==> src/rtl/regfile_pkg.sv <==
// regfile_pkg
//   Shared constants and types for the general-purpose register file with
//   per-register scoreboard bits.
//
//   REGFILE_DATA_W : default register width in bits
//   REGFILE_ADDR_W : default register index width (2**ADDR_W registers)
//   reg_idx_t      : register index at the default geometry
//   reg_word_t     : register word at the default geometry
package regfile_pkg;

   localparam int REGFILE_DATA_W = 16;
   localparam int REGFILE_ADDR_W = 4;

   typedef logic [REGFILE_ADDR_W-1:0] reg_idx_t;
   typedef logic [REGFILE_DATA_W-1:0] reg_word_t;

endpackage : regfile_pkg

==> src/rtl/regfile_read_port.sv <==
// regfile_read_port
//   One combinational read port of the register file. Selects a word and its
//   pending bit by index, forces register 0 to read as zero / ready, and,
//   when REGFILE_BYPASS_EN is defined, forwards same-cycle write-back data.
//
//   Optional feature macro: REGFILE_BYPASS_EN
//
//   Ports:
//     regs       in   register array (2**ADDR_W words of DATA_W bits)
//     pending    in   per-register pending vector
//     raddr      in   index to read
//     we         in   write-back strobe              (bypass build only)
//     waddr      in   write-back index               (bypass build only)
//     wdata      in   write-back data                (bypass build only)
//     issue      in   same-cycle claim strobe        (bypass build only)
//     issue_addr in   same-cycle claim index         (bypass build only)
//     rdata      out  selected register value
//     rdy        out  1 when the selected register is not pending
module regfile_read_port
   import regfile_pkg::*;
#(
   parameter int DATA_W = REGFILE_DATA_W,
   parameter int ADDR_W = REGFILE_ADDR_W
) (
   input  logic [DATA_W-1:0]     regs [2**ADDR_W],
   input  logic [2**ADDR_W-1:0]  pending,
   input  logic [ADDR_W-1:0]     raddr,
`ifdef REGFILE_BYPASS_EN
   input  logic                  we,
   input  logic [ADDR_W-1:0]     waddr,
   input  logic [DATA_W-1:0]     wdata,
   input  logic                  issue,
   input  logic [ADDR_W-1:0]     issue_addr,
`endif
   output logic [DATA_W-1:0]     rdata,
   output logic                  rdy
);

   always_comb begin
      // NOTE: every output gets a value before any branch so no latch is inferred.
      rdata = regs[raddr];
      rdy   = ~pending[raddr];

`ifdef REGFILE_BYPASS_EN
      // A write landing this cycle completes the producer, unless a newer
      // producer claims the same register on the same edge.
      if (we && (waddr != '0) && (raddr == waddr)) begin
         rdata = wdata;
         rdy   = ~(issue && (issue_addr == waddr));
      end
`endif

      // Register 0 is hard-wired: zero data, never pending.
      if (raddr == '0) begin
         rdata = '0;
         rdy   = 1'b1;
      end
   end

endmodule : regfile_read_port

==> src/rtl/regfile_scoreboard.sv <==
// regfile_scoreboard
//   Parametrised register file with two combinational read ports, one clocked
//   write-back port and a pending (scoreboard) bit per register. Register 0
//   reads as zero and is never pending. The decode stage uses rdy_a/rdy_b to
//   stall on read-after-write hazards from multi-cycle producers.
//
//   Optional feature macro: REGFILE_BYPASS_EN (same-cycle write-back forwarding
//   on the read ports; state updates are unaffected).
//
//   Ports:
//     clk         in   rising-edge clock
//     clr         in   asynchronous active-high reset (clears regs and pending)
//     we          in   write-back enable
//     waddr       in   write-back index
//     wdata       in   write-back data
//     issue       in   claim a destination register (set pending)
//     issue_addr  in   index being claimed
//     raddr_a/b   in   read port indices
//     rdata_a/b   out  read port data
//     rdy_a/b     out  read port register not pending
//     any_pending out  OR of all pending bits (stored state only)
module regfile_scoreboard
   import regfile_pkg::*;
#(
   parameter int DATA_W = REGFILE_DATA_W,
   parameter int ADDR_W = REGFILE_ADDR_W
) (
   input  logic              clk,
   input  logic              clr,
   input  logic              we,
   input  logic [ADDR_W-1:0] waddr,
   input  logic [DATA_W-1:0] wdata,
   input  logic              issue,
   input  logic [ADDR_W-1:0] issue_addr,
   input  logic [ADDR_W-1:0] raddr_a,
   input  logic [ADDR_W-1:0] raddr_b,
   output logic [DATA_W-1:0] rdata_a,
   output logic [DATA_W-1:0] rdata_b,
   output logic              rdy_a,
   output logic              rdy_b,
   output logic              any_pending
);

   localparam int NUM_REGS = 2**ADDR_W;

   logic [DATA_W-1:0]   regs [NUM_REGS];
   logic [NUM_REGS-1:0] pending;

   // NOTE: the register array is reset along with the pending bits because the
   // datapath relies on every register reading zero right after clr.
   always_ff @(posedge clk or posedge clr) begin
      if (clr) begin
         for (int i = 0; i < NUM_REGS; i++) begin
            regs[i] <= '0;
         end
         pending <= '0;
      end else begin
         if (we && (waddr != '0)) begin
            regs[waddr]    <= wdata;
            pending[waddr] <= 1'b0;
         end
         // Placed after the write so that, on the same index, the claim from a
         // newer producer overrides the clear from the completing one.
         if (issue && (issue_addr != '0)) begin
            pending[issue_addr] <= 1'b1;
         end
      end
   end

   assign any_pending = |pending;

   regfile_read_port #(
      .DATA_W (DATA_W),
      .ADDR_W (ADDR_W)
   ) u_port_a (
      .regs       (regs),
      .pending    (pending),
      .raddr      (raddr_a),
`ifdef REGFILE_BYPASS_EN
      .we         (we),
      .waddr      (waddr),
      .wdata      (wdata),
      .issue      (issue),
      .issue_addr (issue_addr),
`endif
      .rdata      (rdata_a),
      .rdy        (rdy_a)
   );

   regfile_read_port #(
      .DATA_W (DATA_W),
      .ADDR_W (ADDR_W)
   ) u_port_b (
      .regs       (regs),
      .pending    (pending),
      .raddr      (raddr_b),
`ifdef REGFILE_BYPASS_EN
      .we         (we),
      .waddr      (waddr),
      .wdata      (wdata),
      .issue      (issue),
      .issue_addr (issue_addr),
`endif
      .rdata      (rdata_b),
      .rdy        (rdy_b)
   );

endmodule : regfile_scoreboard

==> config.mk <==
export PLATFORM = sky130hd
export DESIGN_NAME = regfile_scoreboard
export DESIGN_NICKNAME = d
export VERILOG_FILES = /design/src/rtl/regfile_pkg.sv /design/src/rtl/regfile_read_port.sv /design/src/rtl/regfile_scoreboard.sv
export SDC_FILE = /design/constraint.sdc
export NUM_CORES = 1
export LEC_CHECK = 0
export CORE_MARGIN = 4
export CORE_UTILIZATION = 50
export DETAILED_ROUTE_END_ITERATION = 16
export GPL_TIMING_DRIVEN = 0
export PLACE_DENSITY_LB_ADDON = 0.3
export SETUP_SLACK_MARGIN = 0.15
export SYNTH_ARGS = -nofsm -noshare
export SYNTH_HDL_FRONTEND = slang
export SYNTH_HIERARCHICAL = 1
export SYNTH_SLANG_ARGS = --single-unit
==> constraint.sdc <==
create_clock -name clk -period 12.6 [get_ports clk]
set_input_delay 1.89 -clock clk [delete_from_list [all_inputs] [get_ports clk]]
set_output_delay 1.89 -clock clk [all_outputs]
set_load 0.01 [all_outputs]
== Word level (Yosys, flattened, before mapping) ==
Index checks and enable logic that the tools add are counted.

* Bits in registers: 272
* Latch bits: 0
* Bits in writable memories: 0
* Bits in read-only memories: 0
* Output and inout port bits: 35
* Memories: 0

* $add $sub $neg: 0
* Multipliers: 0
* Divide/modulo/power cells: 0
* $lt $le $gt $ge: 10
* Eq/ne operators: 0
* Shift operators: 0
* Muxes and demuxes: 23
* Bitwise logic cells: 8
* Reductions and logical operators: 10

{| class="wikitable"
|+ Operators with widths
! operator !! number
|-
| bitwise mux 256 bit || 1
|-
| two-way mux 16 bit || 9
|-
| binary-select mux 16 bit (select 4 bit) || 2
|-
| demux 16 bit (select 4 bit) || 1
|-
| < comparator 4 x 5 -> 1 bit, second input constant || 4
|-
| bitwise AND 16 bit || 1
|-
| NOT 16 bit || 1
|-
| OR 16 bit || 1
|-
| OR reduction 16 bit || 1
|-
| >= comparator 5 bit, second input constant || 3
|-
| NOT 4 -> 5 bit || 3
|-
| binary-select mux 1 bit (select 4 bit) || 2
|-
| demux 1 bit (select 4 bit) || 2
|-
| >= comparator 4 x 1 -> 1 bit, second input constant || 2
|-
| logical NOT 4 bit || 2
|-
| nonzero test 4 bit || 2
|-
| two-way mux 1 bit || 6
|-
| logical AND 1 bit || 5
|-
| < comparator 5 x 1 -> 1 bit, second input constant || 1
|-
| NOT 1 bit || 2
|}

== Depth between registers and ports, before layout ==
Gate-level depths: netlist of run 1.

* Depth after elaboration: 9
* Gate-level depth with buffers: 6
* Mapped depth without buffers: 3

== Cells and area by module ==
The synthesis of run 1 kept the hierarchy.

{| class="wikitable"
|+ By module, submodules not included
! module !! times used !! cells an instance !! area each (sq um) !! seq. area each (sq um)
|-
| regfile_scoreboard || 1 || 631 || 10224.8 || 6806.5
|-
| regfile_read_port || 2 || 166 || 2078.2 || 0.0
|}

== Worst setup path before layout of run 1 ==
OpenSTA, ideal clock, no wires.

* Path kind: input-to-output
* From: input raddr_a[1]
* To: output rdata_a[10]
* Arrival: 2.999 ns
* Slack: 7.711 ns
* Stages: 5
* Cells stage by stage: buf_6 > buf_8 > buf_6 > mux4_2 > mux2i_1

* Cells in the longest elaborated chain, start to end: 5
* Elaborated cells on any way between the ends: 6
* Classes of those cells: mux (4); bitwise (1); reduce/logical (1)

{| class="wikitable"
|+ RTL lines
! what !! line !! RTL
|-
| from (decl) || regfile_scoreboard.sv:35 || <nowiki>input logic [ADDR_W-1:0] raddr_a,</nowiki>
|-
| NOT 4 -> 5 bit (implied by the code) || regfile_read_port.sv:41 || <nowiki>rdata = regs[raddr];</nowiki>
|-
| binary-select mux 16 bit (select 4 bit) || regfile_read_port.sv:41 ||
|-
| two-way mux 16 bit (implied by the code) (2 in a row) || regfile_read_port.sv:41 ||
|-
| two-way mux 16 bit * || regfile_read_port.sv:54 || <nowiki>if (raddr == '0) begin</nowiki>
|-
| to (decl) || regfile_scoreboard.sv:37 || <nowiki>output logic [DATA_W-1:0] rdata_a,</nowiki>
|}

Every way passes the cells marked *; elsewhere a longest branch is shown, timed or not. The select of a mux whose other input is x is not followed.

== Worst setup path in the final report of run 1 ==
* From: input raddr_b[0]
* To: output rdata_b[0]

* Cells in the longest elaborated chain, start to end: 5
* Elaborated cells on any way between the ends: 6
* Classes of those cells: mux (4); bitwise (1); reduce/logical (1)

{| class="wikitable"
|+ RTL lines
! what !! line !! RTL
|-
| from (decl) || regfile_scoreboard.sv:36 || <nowiki>input logic [ADDR_W-1:0] raddr_b,</nowiki>
|-
| NOT 4 -> 5 bit (implied by the code) || regfile_read_port.sv:41 ||
|-
| binary-select mux 16 bit (select 4 bit) || regfile_read_port.sv:41 ||
|-
| two-way mux 16 bit (implied by the code) (2 in a row) || regfile_read_port.sv:41 ||
|-
| two-way mux 16 bit * || regfile_read_port.sv:54 ||
|-
| to (decl) || regfile_scoreboard.sv:38 || <nowiki>output logic [DATA_W-1:0] rdata_b,</nowiki>
|}

Marks and branches as above.

==> summary.txt, run 1 <==
Placed design
  • Port bufs: 66
  • Total half-perimeter wirelength after legalization and detailed placement: around 26000 µm
  • Placed cells: roughly 1.4k
  • Last weighted congestion value of the routability-driven placer: 0.881

Drt
  • Detailed-routed wire length on met2: 17900 µm
  • Top layer reached by signal wires: met4
  • Post-route ant nets: 0
  • Number of optimization iterations in the first detailed-route pass: 5
  • DR WL/cell: between 20 and 30 µm
  • Total wirelength of the detailed-routed design: 39100 µm
  • Vias per cell: 6.38
  • Post-route DRC violation count: 0
  • WL met1: between 15000 and 20000 µm
  • Routed met3 length: 3390 µm
  • Overall via count from detail_route: 9071
  • Iteration-0 DRC count of the detailed router: 762

Finish
  • Area overhead of the layout relative to synthesis: 16.0%
  • Post-Layout Cell Count: about 1.4k
  • Number of inserted diodes: 0
  • Share of final-layout standard cells stronger than drive strength 1: 47.2%
  • Nets: 1065

Worst setup path
  • Chain of cells forming the critical path: clkdlybuf4s50_1 > nand2b_1 > clkbuf_1 > clkbuf_1 > nor2_1 > a211oi_1 > clkdlybuf4s50_1
  • Required time of the worst setup path: 10710 ps
  • Kind of end point of the critical path: primary output
  • Delay of the slowest cell on the worst path: 630 ps
  • Crit Reg-Reg Startpoint: regs[113]
  • Reg2Reg Depth: 1
  • Critical-path cell with the highest stage delay: sky130_fd_sc_hd__clkdlybuf4s50_1
  • Endpoint arrival time on the critical path: between 4000 and 5000 ps
  • Setup slack of the most critical reg-to-reg path: 11790 ps
  • Class of the most critical setup path: in -> out
  • Worst flop-to-flop path endpoint: regs[113]
  • Maximum fanout count along the critical path: 10
  • CP startpoint: raddr_b[0]
  • Nature of the critical path startpoint: primary input

Run status
  • Status: complete, no violations

Global routing
  • Largest net degree at the start of global routing: 102
  • Overall Global Routing Usage: 25.7%
  • Via count of the first global-routing pass: 9240
  • Residual overflow from global routing: 0
  • Number of antenna violations at the first check in global routing: 0
  • First-pass GRT wire length: a little under 60000 µm

STA
  • Number of endpoints failing setup at the final stage: 0
  • Setup clock skew after layout: 0 ps
  • Transition time at the pin with the least slew margin: 1170 ps
  • Max Slew Vio Count: 0
  • Min Tclk post-route: 6540 ps
  • Final hold violation count: 0
  • FMAX: ~0.15 GHz
  • RSZ-0062 raised after global routing: no
  • Final total negative setup slack: 0 ps
  • Final worst-path cycle share: 51.9%
  • Slew HR: between 20% and 30%

Yosys
  • Total standard cell area after synthesis: 0.0139 mm²
  • Gate count of the mapped netlist: 931
  • Mean Syn Cell Area: around 15 µm²
  • Yosys Warn Count: 6
  • Net count after synthesis: a little under 1k

Pwr
  • Cell Int Power: 1.97 mW
  • Proportion of power drawn by flip-flops and latches: 42.8%
  • Power share of the combinational group: 23.5%
  • Cell leakage power: 6.71 nW
  • Power dissipated by switching net loads: 727 µW
  • Power per unit of standard cell area: about 170 mW/mm²
  • Sw Ratio: 26.9%
  • Peak supply drop: 103 µV
  • Power share of the clock group: 33.8%

Hold path
  • Worst hold path startpoint: pending[0]
  • Worst-case hold path end point: pending[0]
  • Worst hold path cell count: 1
  • Type of the most critical hold path: reg -> reg

Floorplan
  • Core Rows: 60
  • Initial cell density of the core: between 50 and 60%
  • Core Area: between 0.02 and 0.03 mm²
  • Horiz. Die Dim: approximately 170 µm
  • Height of the die: ~170 µm
  • I/O Pins: 71
  • DIE AREA: 0.0306 mm²

CTS
  • Worst-case clock buffer depth: 3
  • Buffers inserted during post-CTS setup optimization: 0
  • Clock root buffer: sky130_fd_sc_hd__clkbuf_16
  • CTS sink count: 256
  • Post-CTS Hold Buffers: 0
  • Clock latency on the worst-skew pair: 550 ps
  • Clock-pin slew on the worst setup and hold paths: 60 ps
  • Number of gates given a new drive strength after cts: 0
  • Number of buffers created by CTS: 28
  • Number of H-tree branching levels: 1
  • CTS tree: yes

Job
  • Max Cap Violations: 0
[final cells by class]
cell class / instances / area, µm²
fillers: 2100 / 11000
inverters: 2 / 15.0
well taps: 372 / 465
multi-input cells: 581 / 6890
flip-flops and latches: 256 / 6410
plain buffers: 92 / 618
clock buffers: 44 / 902
repair buffers: 68 / 716
clock inverters: 7 / 140
[routing by layer]
| layer | vias to the layer above | GRT usage [%] |
|---|---|---|
| met4 | 0 | 7.66 |
| met5 | - | 0 |
| li1 | 3808 | - |
| met1 | 4782 | 36.9 |
| met2 | 407 | 39.6 |
| met3 | 74 | 5.76 |
[sequential cells by signal (all words and copies together), names as in the netlist]
register and count:
pending 16, regs 240
[layout by cell type (no fill, tap or decap), types with 3 or more instances in the layout]
| cell type | count |
|---|---|
| sky130_fd_sc_hd__clkbuf_1 | 30 |
| sky130_fd_sc_hd__buf_4 | 9 |
| sky130_fd_sc_hd__nor4_1 | 4 |
| sky130_fd_sc_hd__a221oi_1 | 32 |
| sky130_fd_sc_hd__mux2_2 | 256 |
| sky130_fd_sc_hd__bufinv_16 | 4 |
| sky130_fd_sc_hd__dfrtp_1 | 256 |
| sky130_fd_sc_hd__mux2i_1 | 42 |
| sky130_fd_sc_hd__nand2b_1 | 8 |
| sky130_fd_sc_hd__nor2b_1 | 3 |
| sky130_fd_sc_hd__o2bb2ai_1 | 3 |
| sky130_fd_sc_hd__buf_12 | 3 |
| sky130_fd_sc_hd__nand2_1 | 4 |
| sky130_fd_sc_hd__clkbuf_16 | 29 |
| sky130_fd_sc_hd__or3_1 | 3 |
| sky130_fd_sc_hd__buf_8 | 3 |
| sky130_fd_sc_hd__mux4_2 | 102 |
| sky130_fd_sc_hd__mux2_4 | 9 |
| sky130_fd_sc_hd__nor2_2 | 8 |
| sky130_fd_sc_hd__clkdlybuf4s50_1 | 66 |
| sky130_fd_sc_hd__mux2_1 | 7 |
| sky130_fd_sc_hd__buf_2 | 33 |
| sky130_fd_sc_hd__clkbuf_8 | 12 |
| sky130_fd_sc_hd__nor2_1 | 33 |
| sky130_fd_sc_hd__a211oi_1 | 30 |
| sky130_fd_sc_hd__buf_6 | 15 |
| sky130_fd_sc_hd__o21ai_0 | 19 |
[power by group through the flow]
stage / Sequential (mW) / Clock (mW) / Combinational [mW]
after floorplan: 1.12 / 0 / 0.468
after detailed placement: 1.16 / 0 / 0.629
after global routing: 1.18 / 0.959 / 0.676
after CTS: 1.15 / 0.921 / 0.631
after global placement: 1.15 / 0 / 0.610
final: 1.15 / 0.910 / 0.633
[critical path: cells and delay by family]
kind                   cells  cell delay [ps]
buffers and inverters      4             2150
AND/OR/NAND/NOR            2              200
AO/OA/AOI/OAI              1              410
[stage by stage]
| stage | instance area [µm²] | utilization (%) | power, mW | worst slack [ps] | hold WS (ps) |
|---|---|---|---|---|---|
| floorplan | 13900 | - | 1.58 | 3670 | 430 |
| global placement | 15000 | 55.4 | 1.76 | 364 | 450 |
| detailed placement | 15100 | 55.6 | 1.79 | 6110 | 448 |
| CTS | 16200 | 59.4 | 2.70 | 6100 | 494 |
| global route | 16200 | 59.4 | 2.81 | 6010 | 509 |
| finish | 16200 | 59.4 | 2.70 | 6060 | 479 |
[how the worst max path moves through the flow]
stage                      end  slack, ps  cells past startpoint
floorplan           pending[0]       3670                      1
global placement      regs[75]        360                      2
detailed placement  rdata_a[0]       6110                      7
CTS                 rdata_a[0]       6100                      7
global route        rdata_a[0]       6010                      7
finish              rdata_b[0]       6060                      7
No activity file was read; power rests on OpenSTA's default activity.
==> run 2, diff against run 1 <==
==> constraint.sdc (replaced) <==
create_clock -name clk -period 5.7 [get_ports clk]
set_input_delay 0.855 -clock clk [delete_from_list [all_inputs] [get_ports clk]]
set_output_delay 0.855 -clock clk [all_outputs]
set_load 0.01 [all_outputs]
==> run 2 against run 1 <==
Setup slack got worse by 4800 ps. Cell area barely moved. Clock skew unchanged. Flip-flop and latch count did not move. Non-clock buffer count grew 5. Die area unchanged. Critical endpoint is now rdata_b[9]. Largest cell class unchanged. Highest routed layer unchanged.
==> summary.txt, run 2 (synthesis gave the netlist of run 1 again) <==
Run status
  • Status: complete, no violations

Placed design
  • Pre-CTS setup slack: between 1000 and 1500 ps
  • Last weighted congestion value of the routability-driven placer: 0.869
  • Port bufs: 66
  • Total half-perimeter wirelength after legalization and detailed placement: between 20000 and 30000 µm

STA
  • Transition time at the pin with the least slew margin: ~1000 ps
  • FMAX: 0.223 GHz
  • Worst Setup Slack, final: roughly 1200 ps
  • Slew HR: 32.6%
  • Setup clock skew after layout: 0 ps
  • Final worst-path cycle share: 78.6%
  • Min Tclk post-route: 4480 ps
  • Final hold violation count: 0
  • RSZ-0062 raised after global routing: no
  • Number of endpoints failing setup at the final stage: 0
  • Max Slew Vio Count: 0

Drt
  • Post-route ant nets: 0
  • Post-route DRC violation count: 0
  • Vias per cell: 6.56
  • Iteration-0 DRC count of the detailed router: 901
  • Number of optimization iterations in the first detailed-route pass: 6
  • DR WL/cell: 27.9 µm
  • Total wirelength of the detailed-routed design: about 40000 µm
  • Overall via count from detail_route: 9363

CTS
  • Clock latency on the worst-skew pair: 540 ps
  • Buffers inserted during post-CTS setup optimization: 0
  • Clock-pin slew on the worst setup and hold paths: 60 ps
  • Number of gates given a new drive strength after cts: 0
  • CTS sink count: 256
  • Number of buffers created by CTS: 28
  • Post-CTS Hold Buffers: 0
  • Clock root buffer: sky130_fd_sc_hd__clkbuf_16
  • Worst-case clock buffer depth: 3
  • Number of H-tree branching levels: 1
  • CTS tree: yes

Finish
  • Filler Cells Inserted: 2103
  • Share of final-layout standard cells stronger than drive strength 1: a little under half
  • Top register by number of flip-flops: regs
  • Area overhead of the layout relative to synthesis: 16.0%
  • Nets: about 1.1k
  • Most frequent cells in the layout: sky130_fd_sc_hd__mux2_2, sky130_fd_sc_hd__dfrtp_1, sky130_fd_sc_hd__mux4_2, sky130_fd_sc_hd__clkdlybuf4s50_1, sky130_fd_sc_hd__mux2i_1
  • Largest registers: regs x240, pending x16
  • Number of inserted diodes: 0
  • Share of the core filled with cells: approximately three fifths
  • Number of flip-flops under the largest register name: 240

Job
  • Max Cap Violations: 0

Worst setup path
  • Reg2Reg Depth: 1
  • Buffer and inverter count on the worst path: 4
  • Stages on worst setup path: 7
  • Delay of the slowest cell on the worst path: 640 ps
  • Endpoint arrival time on the critical path: 3620 ps
  • Class of the most critical setup path: in -> out
  • Maximum fanout count along the critical path: 10
  • Required time of the worst setup path: 4850 ps
  • Top Family by Delay on Critical Path: buffers and inverters
  • Nature of the critical path startpoint: primary input
  • Chain of cells forming the critical path: clkdlybuf4s50_1 > nand2b_1 > clkbuf_1 > clkbuf_1 > nor2_1 > a211oi_1 > clkdlybuf4s50_1
  • Critical-path cell with the highest stage delay: sky130_fd_sc_hd__clkdlybuf4s50_1
  • Kind of end point of the critical path: primary output

Floorplan
  • I/O Pins: slightly above 70
  • DIE AREA: 0.0306 mm²
  • Core Area: approximately 0.027 mm²
  • Core Rows: 60
  • Initial cell density of the core: 51.2%
  • Height of the die: 175 µm
  • Horiz. Die Dim: 175 µm

Pwr
  • Cell leakage power: about 6.7 nW
  • Peak supply drop: 244 µV
  • Power per unit of standard cell area: 361 mW/mm²

Global routing
  • First-pass GRT wire length: 60900 µm
  • Via count of the first global-routing pass: approximately 9.6k
  • Residual overflow from global routing: 0
  • Overall Global Routing Usage: between 20% and 30%
  • Number of antenna violations at the first check in global routing: 0
  • Largest net degree at the start of global routing: 43

Hold path
  • Type of the most critical hold path: reg -> reg
  • Worst hold path cell count: 1
==> run 2: cell count changes in the layout (fill, tap and decap cells not counted) <==
cell,before,now
sky130_fd_sc_hd__inv_8,1,0
sky130_fd_sc_hd__clkbuf_8,12,8
sky130_fd_sc_hd__buf_12,3,10
sky130_fd_sc_hd__bufinv_16,4,2
sky130_fd_sc_hd__clkbuf_1,30,31
sky130_fd_sc_hd__clkinv_2,1,8
sky130_fd_sc_hd__buf_16,2,0
==> run 2: metrics by stage <==
| stage | setup TNS, ps | area [µm²] | total power [mW] | std cells | hold slack (ps) |
|---|---|---|---|---|---|
| global placement | -114710 | 15100 | 3.89 | 1369 | 447 |
| CTS | 0 | 16100 | 5.84 | 1428 | 465 |
| global route | 0 | 16100 | 6.08 | 1428 | 487 |
| floorplan | 0 | 13900 | 3.50 | 931 | 430 |
| detailed placement | 0 | 15200 | 3.97 | 1376 | 450 |
| finish | 0 | 16100 | 5.84 | 1428 | 458 |
==> run 2: cell type report <==
cell class | instances | area, µm² | share of cell area (%)
Multi-Input combinational cell | 581 | 6890 | 42.7
Sequential cell | 256 | 6410 | 39.7
Clock buffer | 41 | 851 | 5.27
Timing Repair Buffer | 73 | 801 | 4.96
Buffer | 92 | 618 | 3.83
Tap cell | 372 | 465 | 2.88
Clock inverter | 11 | 108 | 0.666
Inverter | 2 | 11.3 | 0.0697
==> run 2: layer usage <==
metal	share of wire (%)	track usage [%]	up-vias
met5	0	0	-
met4	2.5	6.58	0
met3	9.4	4.15	68
met2	46	40.7	499
met1	42	38.9	4980
li1	-	-	3816
==> run 2: path summary, 6_finish.rpt <==
path | end | start | slack [ps]
min in group asynchronous | pending[2] | clr | 700
setup / recovery | rdata_b[9] | raddr_b[0] | 1220
hold reg to reg | pending[0] | pending[0] | 460
hold / removal | pending[0] | pending[0] | 460
setup reg to reg | regs[112] | regs[112] | 4890
max in group asynchronous | regs[11] | clr | 3620
==> run 2: report_power, final <==
group	internal [mW]	leakage [nW]	switching [mW]	total, mW
registers	2.24	3.14	0.318	2.56
logic	0.860	3.10	0.547	1.41
clock network	1.12	0.479	0.749	1.87
==> run 3, diff against run 2 <==
==> constraint.sdc (replaced) <==
create_clock -name clk -period 3.8 [get_ports clk]
set_input_delay 0.57 -clock clk [delete_from_list [all_inputs] [get_ports clk]]
set_output_delay 0.57 -clock clk [all_outputs]
set_load 0.01 [all_outputs]
==> run 3 against run 2 <==
Clock skew unchanged. Via count decreased by 0.23%. Cell count about the same. Die area unchanged. Highest routed layer unchanged. Largest power group unchanged. Critical path depth unchanged. Critical endpoint is now rdata_a[0]. Largest cell class unchanged.
==> summary.txt, run 3 (synthesis gave the netlist of run 1 again) <==
Finish
  • Area used by multi-input combinational logic: about 0.007 mm²
  • Filler Cells Inserted: between 2k and 2.5k
  • Share of the core filled with cells: 59.7%
  • Share of final-layout standard cells stronger than drive strength 1: roughly half
  • Final design instance area without fill: between 0.015 and 0.02 mm²
  • Nets: 1070
  • Most frequent cells in the layout: sky130_fd_sc_hd__mux2_2, sky130_fd_sc_hd__dfrtp_1, sky130_fd_sc_hd__mux4_2, sky130_fd_sc_hd__clkdlybuf4s50_1, sky130_fd_sc_hd__mux2i_1
  • Largest registers: regs x240, pending x16
  • Sequential cell area: 0.00641 mm²
  • Top register by number of flip-flops: regs
  • Area overhead of the layout relative to synthesis: 16.5%
  • Number of flip-flops under the largest register name: 240

Drt
  • Post-route ant nets: 0
  • Post-route DRC violation count: 0
  • Iteration-0 DRC count of the detailed router: ~930
  • Number of optimization iterations in the first detailed-route pass: 5
  • DR WL/cell: 27.9 µm
  • Total wirelength of the detailed-routed design: 39900 µm
  • Vias per cell: roughly 6.5
  • Overall via count from detail_route: 9341

Pwr
  • Cell leakage power: 6.75 nW
  • Power per unit of standard cell area: 541 mW/mm²
  • Peak supply drop: about 370 µV

CTS
  • Buffers inserted during post-CTS setup optimization: 0
  • Post-CTS Hold Buffers: 0
  • Number of buffers created by CTS: 28
  • Number of H-tree branching levels: 1
  • Clock root buffer: sky130_fd_sc_hd__clkbuf_16
  • Clock latency on the worst-skew pair: 540 ps
  • CTS tree: yes
  • Clock-pin slew on the worst setup and hold paths: around 60 ps
  • Number of gates given a new drive strength after cts: 9
  • CTS sink count: 256
  • Worst-case clock buffer depth: 3

Worst setup path
  • Delay of the slowest cell on the worst path: 550 ps
  • Crit Reg-Reg Startpoint: regs[114]
  • Required time of the worst setup path: 3230 ps
  • Kind of end point of the critical path: primary output
  • Endpoint arrival time on the critical path: 3100 ps
  • Nature of the critical path startpoint: primary input
  • Class of the most critical setup path: in -> out
  • Maximum fanout count along the critical path: 10
  • Chain of cells forming the critical path: clkdlybuf4s50_1 > buf_4 > buf_4 > mux4_2 > mux2i_1 > a211oi_2 > clkdlybuf4s50_1
  • Reg2Reg Depth: 1
  • Setup slack of the most critical reg-to-reg path: 2990 ps
  • CP startpoint: raddr_a[3]
  • Worst flop-to-flop path endpoint: regs[114]
  • CP endpoint: rdata_a[0]
  • Critical-path cell with the highest stage delay: sky130_fd_sc_hd__clkdlybuf4s50_1

Floorplan
  • Core Area: ~0.027 mm²
  • Core Rows: 60
  • I/O Pins: 71
  • Initial cell density of the core: 51.2%
  • Height of the die: between 150 and 200 µm
  • Horiz. Die Dim: 175 µm
  • DIE AREA: 0.0306 mm²

STA
  • Min Tclk post-route: 3670 ps
  • Transition time at the pin with the least slew margin: 980 ps
  • Final hold slack: 421 ps
  • Slew HR: 34.4%
  • Max Slew Vio Count: 0
  • Final worst-path cycle share: 96.5%
  • Number of endpoints failing setup at the final stage: 0
  • Final total negative setup slack: 0 ps
  • RSZ-0062 raised after global routing: yes
  • Setup clock skew after layout: 0 ps
  • Worst Setup Slack, final: 132 ps
  • FMAX: between 0.2 and 0.3 GHz
  • Final hold violation count: 0

Global routing
  • Via count of the first global-routing pass: 9587
  • Largest net degree at the start of global routing: 43
  • Residual overflow from global routing: 0
  • Number of antenna violations at the first check in global routing: 0
  • Overall Global Routing Usage: 26.2%
  • First-pass GRT wire length: 61000 µm

Placed design
  • Total half-perimeter wirelength after legalization and detailed placement: 27100 µm
  • Port bufs: 66
  • Pre-CTS setup slack: 15.1 ps
  • Last weighted congestion value of the routability-driven placer: slightly below 0.9
  • Area of placed instances: between 0.015 and 0.02 mm²

Job
  • Max Cap Violations: 0

Hold path
  • Type of the most critical hold path: in -> async

Run status
  • Status: complete, no violations
## run 3: per-layer routing
| layer | part of all wire, % | wire length, µm | vias up | GRT usage [%] |
|---|---|---|---|---|
| li1 | - | - | 3834 | - |
| met5 | 0 | 0 | - | 0 |
| met4 | 2.6 | 1020 | 0 | 7.00 |
| met1 | 43 | 17100 | 4960 | 38.8 |
| met3 | 8.7 | 3480 | 65 | 4.26 |
| met2 | 46 | 18300 | 482 | 40.6 |
## run 3: worst max-delay path: cells and delay by family
kind	cells	cell delay, ps
muxes	2	740
AOI/OAI and AO/OA	1	170
buffers and inverters	4	1600
## run 3: metrics by stage
stage | power [mW] | cells
after global placement | 5.84 | 1369
after global routing | 9.14 | 1428
after CTS | 8.77 | 1428
after floorplan | 5.26 | 931
after detailed placement | 5.95 | 1376
final | 8.78 | 1429
## run 3: power breakdown
part	internal, mW	switching [mW]	total (mW)
registers	3.36	0.477	3.84
clock network	1.68	1.12	2.80
logic	1.30	0.833	2.13
## run 3: worst min path at each step
stage | start | to
2_1_floorplan | pending[0] | pending[0]
3_3_place_gp | pending[0] | pending[0]
3_5_place_dp | pending[0] | pending[0]
4_1_cts | clr | pending[2]
5_1_grt | clr | pending[2]
6_report | clr | pending[2]
## run 3: area by class of cell
class	instances	area share, %
well taps	372	2.87
multi-input cells	581	42.7
inverters	2	0.0694
plain buffers	92	3.99
clock inverters	11	0.664
clock buffers	41	5.25
diodes	1	0.0154
flip-flops and latches	256	39.5
repair buffers	73	4.94
